### src/rtl/vga_timing_gen_if.sv
`default_nettype none
// ============================================================================
// Module   : vga_timing_gen_if
// Brief    : Raster timing bundle from the VGA timing generator to renderers.
// Revision : 1.0
// ============================================================================
interface vga_timing_gen_if;
   logic       pixel_tick;
   logic [9:0] Q_X;
   logic [9:0] Q_Y;
   logic       hsync;
   logic       vsync;
   logic       video_on;
   logic       line_start;
   logic       frame_start;

   modport master (
      output pixel_tick, Q_X, Q_Y, hsync, vsync, video_on, line_start, frame_start
   );

   modport slave (
      input  pixel_tick, Q_X, Q_Y, hsync, vsync, video_on, line_start, frame_start
   );
endinterface
`default_nettype wire

### src/rtl/vga_timing_gen.sv
`default_nettype none
// ============================================================================
// Module   : vga_timing_gen
// Brief    : VGA raster timing: pixel divider, H/V counters, syncs, blanking.
// Revision : 1.0
// ============================================================================
module vga_timing_gen #(
   parameter int unsigned H_VISIBLE = 640,
   parameter int unsigned H_FRONT   = 16,
   parameter int unsigned H_SYNC    = 96,
   parameter int unsigned H_BACK    = 48,
   parameter int unsigned V_VISIBLE = 480,
   parameter int unsigned V_FRONT   = 10,
   parameter int unsigned V_SYNC    = 2,
   parameter int unsigned V_BACK    = 33,
   parameter int unsigned CLK_DIV   = 2
) (
   input  wire logic          clk,
   input  wire logic          rst_n,
   vga_timing_gen_if.master   vga
);

   localparam int unsigned c_h_total = H_VISIBLE + H_FRONT + H_SYNC + H_BACK;
   localparam int unsigned c_v_total = V_VISIBLE + V_FRONT + V_SYNC + V_BACK;
   localparam int unsigned c_div_w   = (CLK_DIV > 1) ? $clog2(CLK_DIV) : 1;

   localparam logic [c_div_w-1:0] c_div_max = c_div_w'(CLK_DIV - 1);
   localparam logic [9:0]         c_h_max   = 10'(c_h_total - 1);
   localparam logic [9:0]         c_v_max   = 10'(c_v_total - 1);

   // Decode bounds carry an 11th bit so a sync ending exactly at 1024 still compares correctly.
   localparam logic [10:0] c_h_vis   = 11'(H_VISIBLE);
   localparam logic [10:0] c_hs_lo   = 11'(H_VISIBLE + H_FRONT);
   localparam logic [10:0] c_hs_hi   = 11'(H_VISIBLE + H_FRONT + H_SYNC);
   localparam logic [10:0] c_v_vis   = 11'(V_VISIBLE);
   localparam logic [10:0] c_vs_lo   = 11'(V_VISIBLE + V_FRONT);
   localparam logic [10:0] c_vs_hi   = 11'(V_VISIBLE + V_FRONT + V_SYNC);

   generate
      if (c_h_total > 1024) begin : g_bad_h_total
         $error("vga_timing_gen: H_TOTAL exceeds 1024");
      end
      if (c_v_total > 1024) begin : g_bad_v_total
         $error("vga_timing_gen: V_TOTAL exceeds 1024");
      end
      if (CLK_DIV < 1) begin : g_bad_clk_div
         $error("vga_timing_gen: CLK_DIV must be at least 1");
      end
   endgenerate

   logic [c_div_w-1:0] div_cnt_q, div_cnt_d;
   logic               pixel_tick_q, pixel_tick_d;
   logic [9:0]         x_q, x_d;
   logic [9:0]         y_q, y_d;
   logic               hsync_q, hsync_d;
   logic               vsync_q, vsync_d;
   logic               video_on_q, video_on_d;
   logic               line_start_q, line_start_d;
   logic               frame_start_q, frame_start_d;

   logic [10:0]        x_ext;
   logic [10:0]        y_ext;

   always_comb begin
      div_cnt_d     = (div_cnt_q == c_div_max) ? '0 : div_cnt_q + c_div_w'(1);
      pixel_tick_d  = (div_cnt_q == c_div_max);

      x_d           = x_q;
      y_d           = y_q;
      hsync_d       = hsync_q;
      vsync_d       = vsync_q;
      video_on_d    = video_on_q;
      line_start_d  = 1'b0;
      frame_start_d = 1'b0;
      x_ext         = '0;
      y_ext         = '0;

      if (pixel_tick_q) begin
         if (x_q == c_h_max) begin
            x_d          = '0;
            line_start_d = 1'b1;
            if (y_q == c_v_max) begin
               y_d           = '0;
               frame_start_d = 1'b1;
            end else begin
               y_d = y_q + 10'd1;
            end
         end else begin
            x_d = x_q + 10'd1;
         end

         // Decode the position being loaded so syncs/blanking never lag Q_X/Q_Y.
         x_ext      = {1'b0, x_d};
         y_ext      = {1'b0, y_d};
         hsync_d    = !((x_ext >= c_hs_lo) && (x_ext < c_hs_hi));
         vsync_d    = !((y_ext >= c_vs_lo) && (y_ext < c_vs_hi));
         video_on_d = (x_ext < c_h_vis) && (y_ext < c_v_vis);
      end
   end

   always_ff @(posedge clk or negedge rst_n) begin
      if (!rst_n) begin
         div_cnt_q     <= '0;
         pixel_tick_q  <= 1'b0;
         x_q           <= '0;
         y_q           <= '0;
         hsync_q       <= 1'b1;
         vsync_q       <= 1'b1;
         video_on_q    <= 1'b0;
         line_start_q  <= 1'b0;
         frame_start_q <= 1'b0;
      end else begin
         div_cnt_q     <= div_cnt_d;
         pixel_tick_q  <= pixel_tick_d;
         x_q           <= x_d;
         y_q           <= y_d;
         hsync_q       <= hsync_d;
         vsync_q       <= vsync_d;
         video_on_q    <= video_on_d;
         line_start_q  <= line_start_d;
         frame_start_q <= frame_start_d;
      end
   end

   assign vga.pixel_tick  = pixel_tick_q;
   assign vga.Q_X         = x_q;
   assign vga.Q_Y         = y_q;
   assign vga.hsync       = hsync_q;
   assign vga.vsync       = vsync_q;
   assign vga.video_on    = video_on_q;
   assign vga.line_start  = line_start_q;
   assign vga.frame_start = frame_start_q;

endmodule
`default_nettype wire

### src/flat_wrapper.sv
// flat-port wrapper written by rule: the top's interface ports become plain ports
module vga_timing_gen_flat 
#(
   parameter int unsigned H_VISIBLE = 640,
   parameter int unsigned H_FRONT   = 16,
   parameter int unsigned H_SYNC    = 96,
   parameter int unsigned H_BACK    = 48,
   parameter int unsigned V_VISIBLE = 480,
   parameter int unsigned V_FRONT   = 10,
   parameter int unsigned V_SYNC    = 2,
   parameter int unsigned V_BACK    = 33,
   parameter int unsigned CLK_DIV   = 2
)
  (clk, rst_n, vga_pixel_tick, vga_Q_X, vga_Q_Y, vga_hsync, vga_vsync, vga_video_on, vga_line_start, vga_frame_start);
  vga_timing_gen_if vga_i ();
  input  wire logic clk;
  input  wire logic rst_n;
  output wire logic [$bits(vga_i.pixel_tick)-1:0] vga_pixel_tick;
  output wire logic [$bits(vga_i.Q_X)-1:0] vga_Q_X;
  output wire logic [$bits(vga_i.Q_Y)-1:0] vga_Q_Y;
  output wire logic [$bits(vga_i.hsync)-1:0] vga_hsync;
  output wire logic [$bits(vga_i.vsync)-1:0] vga_vsync;
  output wire logic [$bits(vga_i.video_on)-1:0] vga_video_on;
  output wire logic [$bits(vga_i.line_start)-1:0] vga_line_start;
  output wire logic [$bits(vga_i.frame_start)-1:0] vga_frame_start;
  assign vga_pixel_tick = vga_i.pixel_tick;
  assign vga_Q_X = vga_i.Q_X;
  assign vga_Q_Y = vga_i.Q_Y;
  assign vga_hsync = vga_i.hsync;
  assign vga_vsync = vga_i.vsync;
  assign vga_video_on = vga_i.video_on;
  assign vga_line_start = vga_i.line_start;
  assign vga_frame_start = vga_i.frame_start;
  vga_timing_gen #(.H_VISIBLE(H_VISIBLE), .H_FRONT(H_FRONT), .H_SYNC(H_SYNC), .H_BACK(H_BACK), .V_VISIBLE(V_VISIBLE), .V_FRONT(V_FRONT), .V_SYNC(V_SYNC), .V_BACK(V_BACK), .CLK_DIV(CLK_DIV)) u_core (.clk(clk), .rst_n(rst_n), .vga(vga_i));
endmodule
### config.mk
export PLATFORM = sky130hd
export DESIGN_NAME = vga_timing_gen_flat
export DESIGN_NICKNAME = d
export VERILOG_FILES = /design/src/rtl/vga_timing_gen_if.sv /design/src/rtl/vga_timing_gen.sv /design/src/flat_wrapper.sv
export SDC_FILE = /design/constraint.sdc
export NUM_CORES = 1
export LEC_CHECK = 0
export ABC_CLOCK_PERIOD_IN_PS = 3300
export CORE_UTILIZATION = 57
export CTS_CLUSTER_SIZE = 28
export DETAILED_ROUTE_END_ITERATION = 7
export PLACE_DENSITY = 0.83
export SYNTH_ARGS = -nofsm -noshare
export SYNTH_HDL_FRONTEND = slang
export SYNTH_SLANG_ARGS = --single-unit
### constraint.sdc
create_clock -name clk -period 3.3 [get_ports clk]
set_input_delay 0.495 -clock clk [delete_from_list [all_inputs] [get_ports clk]]
set_output_delay 0.495 -clock clk [all_outputs]
set_load 0.01 [all_outputs]
# After elaboration in Yosys (flattened, before gate mapping)
# Cells that the tools add are included.
# totals
register_bits,27
latch_bits,0
ram_bits,0
rom_bits,0
input_bits,2
out_inout_bits,26
elab_cells,36
memories,0
# classes
n_addsub,3
mul,0
div_mod_pow,0
magnitude_cmp,6
eq_ne,2
shift,0
muxes,11
bitwise,0
reduce_logical,5
# ops
operator,n
2-to-1 mux 10 bit,5
"adder 10 x 1 -> 10 bit, second input constant",2
"equality test 10 bit, second input constant",2
"< comparator 10 bit, second input constant",2
"< comparator 10 x 9 -> 1 bit, second input constant",2
"greater-or-equal comparator 10 bit, second input constant",1
"greater-or-equal comparator 10 x 9 -> 1 bit, second input constant",1
2-to-1 mux 1 bit,6
logical AND 1 bit,3
logical NOT 1 bit,2
"adder 1 bit, second input constant",1

# Longest topological paths before layout
# logic_depth
depth_word,7
depth_mapped,8
ltp_nobuf,7

# Least setup slack after synthesis
# Ideal clock, no wire load.
# synth_path
kind,reg2reg
start,register u_core.x_q[0] (netlist: u_core.vga.Q_X[0])
end,register u_core.video_on_q (netlist: u_core.vga.video_on)
t_arrival_ns,2.015
setup_slack_ns,1.146
path_stages_with_launch,8
path_buffers,1
path_cell_list,dfrtp_1 ha_1 and4_1 buf_4 nand3_2 or4_1 a32oi_2 o32ai_2
# synth_between
elab_chain_cells,5
elab_cells_between_ends,9
cone_classes,1 x add/sub; 2 x order compare; 1 x eq/ne; 4 x mux; 1 x reduce/logical
# synth_rtl
item,line,source
"start, declared",vga_timing_gen.sv:53,"logic [9:0] x_q, x_d;"
"start signal, assigned",vga_timing_gen.sv:105,x_q <= '0;
"start signal, assigned",vga_timing_gen.sv:115,x_q <= x_d;
adder 10 x 1 -> 10 bit or equality test 10 bit (tied branches),"vga_timing_gen.sv:89, vga_timing_gen.sv:79",
2-to-1 mux 10 bit,vga_timing_gen.sv:79,if (x_q == c_h_max) begin
2-to-1 mux 10 bit,vga_timing_gen.sv:78,if (pixel_tick_q) begin
< comparator 10 bit or < comparator 10 x 9 -> 1 bit (tied branches),vga_timing_gen.sv:97,video_on_d = (x_ext < c_h_vis) && (y_ext < c_v_vis);
logical AND 1 bit *,vga_timing_gen.sv:97,
"end signal, assigned",vga_timing_gen.sv:119,video_on_q <= video_on_d;
"end, declared",vga_timing_gen.sv:57,"logic video_on_q, video_on_d;"
# Every way passes the cells marked *; elsewhere a longest branch is shown, timed or not. The select of a mux whose other input is x is not followed.
# A chain may end at the register's enable or synchronous reset.

# Worst setup path after layout
# layout_path
start,register u_core.x_q[0] (netlist: u_core.vga.Q_X[0])
end,register u_core.y_q[4] (netlist: u_core.vga.Q_Y[4])
# layout_between
elab_chain_cells,3
# layout_rtl
item,line,source
equality test 10 bit,vga_timing_gen.sv:79,
2-to-1 mux 10 bit,vga_timing_gen.sv:79,
2-to-1 mux 10 bit,vga_timing_gen.sv:78,
"end signal, assigned",vga_timing_gen.sv:116,y_q <= y_d;
"end, declared",vga_timing_gen.sv:54,"logic [9:0] y_q, y_d;"
# Every way passes these cells. The select of a mux whose other input is x is not followed.

==> flow_summary.ini <==
[cts]
cts_inserted_buffers = 3
clk_latency_ps = 330
cts_tree = yes
clock_path_buffers = 2
numClockSinks = 27
clk_pin_slew_ps = 160
cts_setup_buffers = 0
ctsHoldBuffers = 0
cts_resized = 0
htreeDepth = 1
root_buffer = clkbuf_4

[global_route]
grt_overflow = 0
grt_pass1_wl_microns = 6780
first_global_vias = 1409
grt_use_met1 = 0.399
grt_max_degree = 28
grtUsageTotal = 0.260
grtUsageMet3 = 0.0290
use_met2 = 0.392
busiest_layer = met1
antenna_found_initial = 0

[floorplan]
chipHeight_microns = 57.6
rows = 19
start_util = 0.618
fp.dieW_microns = 57.6
io_pins = 28
coreArea_sq_mm = 0.00285
die-area_sq_mm = 0.00332

[routing]
ant_nets = 0
firstDrtPassIters = 6
drc = 2
wirelength_microns = 4040
viasPerCell = 6.50
wl_per_cell_microns = 17.0
drt-initial-drc-count = 79
via_count = 1546

[worst_setup_path]
worstPathMaxFanout = 13
reg2reg_from = u_core.vga.Q_X[0]
crit_start = u_core.vga.Q_X[0]
rrSetupSlack_ps = 560
endpoint = u_core.vga.Q_Y[4]
cp_data_required_time_ps = 3580
start_kind = register
path_class = reg2reg
r2r_end = u_core.vga.Q_Y[4]
end_kind = register
worst_ep_arrival_time_ps = 3010
r2r_cells = 6

[timing]
max_freq_mhz = 365
drv_slew = 0
rsz0062_at_grt = false
hold_viol_final = 0
setup_viol = 0
min_period_ps = 2740
skew_ps = 11.7
slew_headroom = 0.543
fin_setup_tns_ps = 0
worst_pin_slew_ps = 685
finalCritPeriodShare = 0.830

[synth]
yosysTopAreaCell = dfrtp_1
synth_cells = 191
async_flop_share = 1.00
synth_top_family_by_area = simple AND/OR/NAND/NOR gates
ys.flop_type = dfrtp_1
synthMuxAreaShare = 0.0426
post-synth-top-area-fraction = 0.355
avgSynthCellArea_sq_um = 9.24
synth_fa_ha_area_frac = 0.0284
yosys.area_share.simple = 0.241
yosysMostFrequentCell = dfrtp_1
synth_compound_area_frac = 0.208
synth_fp_nets = 197
synth.top_cells.by_count = dfrtp_1 (25), nand2_1 (19), nor2_1 (13), o21ai_0 (12)
ys_seq_area_frac = 0.384
synth-edff-count = 0
synth-xor-area-share = 0.0298
synth-seq-cells = 27
synth.area.top_cells = dfrtp_1 (35%), nand2_1 (4.0%), o21ai_0 (3.4%), dfstp_2 (3.0%), xnor2_1 (3.0%)
yosysUniqueCellTypes = 54
syn-cell-area_sq_mm = 0.00176
ys_warn_count = 0

[finish]
fillers = 234
area_growth_pct = 14.8
final_cell_area_sq_mm = 0.00202
fin_nets = 214
drive_gt1_frac = 0.0918
num_antenna_cells = 0

[power_and_ir_drop]
peakVddDrop_v = 0.000256
total_leakage_power_nw = 0.794
power.density_mw_per_mm2 = 241
p_total_uw = 488

[placement]
gp_congestion = 0.900
dpl-instance-area_sq_mm = 0.00199
place_hpwl_microns = 2860
io_buffers = 27

[run_status]
violations = DRC
status = finished, violations left

[flow_run]
drv_cap = 0

[worst_hold_path]
hold_class = reg2reg
worst_hold_startpoint = u_core.div_cnt_q
hold_path_depth = 0
==> cell type report <==
type / instances / area (sq um) / share of cell area
clock inverters: 1 / 7.51 / 0.00371
flip-flops and latches: 27 / 678 / 0.335
multi-input cells: 140 / 970 / 0.479
inverters: 8 / 30.0 / 0.0148
repair buffers: 28 / 278 / 0.137
well taps: 31 / 38.8 / 0.0192
clock buffers: 3 / 22.5 / 0.0111
==> sequential cells by signal, indices dropped and copies added, names as in the netlist <==
name                    cells
u_core.vga.Q_X             10
u_core.vga.Q_Y             10
u_core.div_cnt_q            1
u_core.vga.frame_start      1
u_core.vga.hsync            1
u_core.vga.line_start       1
u_core.vga.pixel_tick       1
u_core.vga.video_on         1
u_core.vga.vsync            1
==> cells in the final DEF, fill, tap and decap left out, drive strengths merged, types with 2 or more instances in the layout <==
| cell type | n |
|---|---|
| clkbuf | 3 |
| o31ai | 5 |
| o41ai | 2 |
| a31oi | 5 |
| nand4 | 6 |
| mux2 | 4 |
| mux2i | 3 |
| nor3 | 2 |
| nand2b | 3 |
| a311o | 2 |
| nand4b | 2 |
| dfstp | 2 |
| and3b | 2 |
| o22ai | 2 |
| nor4b | 2 |
| a21oi | 6 |
| ha | 4 |
| dfrtp | 25 |
| nand3 | 9 |
| inv | 8 |
| o21ai | 13 |
| and3 | 5 |
| o211ai | 2 |
| nor4 | 2 |
| or4 | 2 |
| o32ai | 2 |
| nor2 | 13 |
| nand2 | 19 |
| and2 | 2 |
| xnor2 | 6 |
| clkdlybuf4s50 | 27 |
| o211a | 2 |
==> how the worst min path moves through the flow <==
stage | to | slack [ps]
finish | u_core.vga.pixel_tick | 410
global route | u_core.vga.pixel_tick | 420
CTS | u_core.vga.pixel_tick | 420
detailed placement | u_core.vga.pixel_tick | 380
global placement | u_core.vga.pixel_tick | 360
floorplan | u_core.div_cnt_q | 200
==> worst max-delay path, cell delays in order (launching register included) <==
cell and delay, ps:
dfrtp_1 500, ha_1 290, and4_1 390, and3_1 490
nand2_1 360, or4_1 570, nand2_1 80
==> where the power goes <==
| group | switching [mW] | internal [mW] | total, mW |
|---|---|---|---|
| registers | 0 | 0.331 | 0.331 |
| clock network | 0.102 | 0.0464 | 0.149 |
| logic | 0.00612 | 0.00182 | 0.00794 |
| total | 0.108 | 0.379 | 0.488 |
==> through the flow <==
stage                     cells  hold slack, ps  utilization  setup slack, ps
after floorplan             191             199            -             1150
after global placement      234             364        0.699              835
after detailed placement    234             381        0.699              698
after CTS                   238             415        0.710              654
after global routing        238             417        0.710              419
final                       238             412        0.710              561
==> logic make-up after synthesis <==
family                   Yosys count
multiplexers                       7
adder cells (fa/ha/maj)            4
AND/OR/NAND/NOR                   73
XOR/XNOR                           6
AO/OA/AOI/OAI                     50
flip-flops                        27
buffers and inverters             24
==> routing by layer <==
layer  share of wire  up-vias  wire, microns
met3           0.052        4            208
met4          0.0067        0             27
met1            0.49      744           1970
li1                -      737              -
met5               0        -              0
met2            0.45       61           1830
No activity file was read; power rests on OpenSTA's default activity.
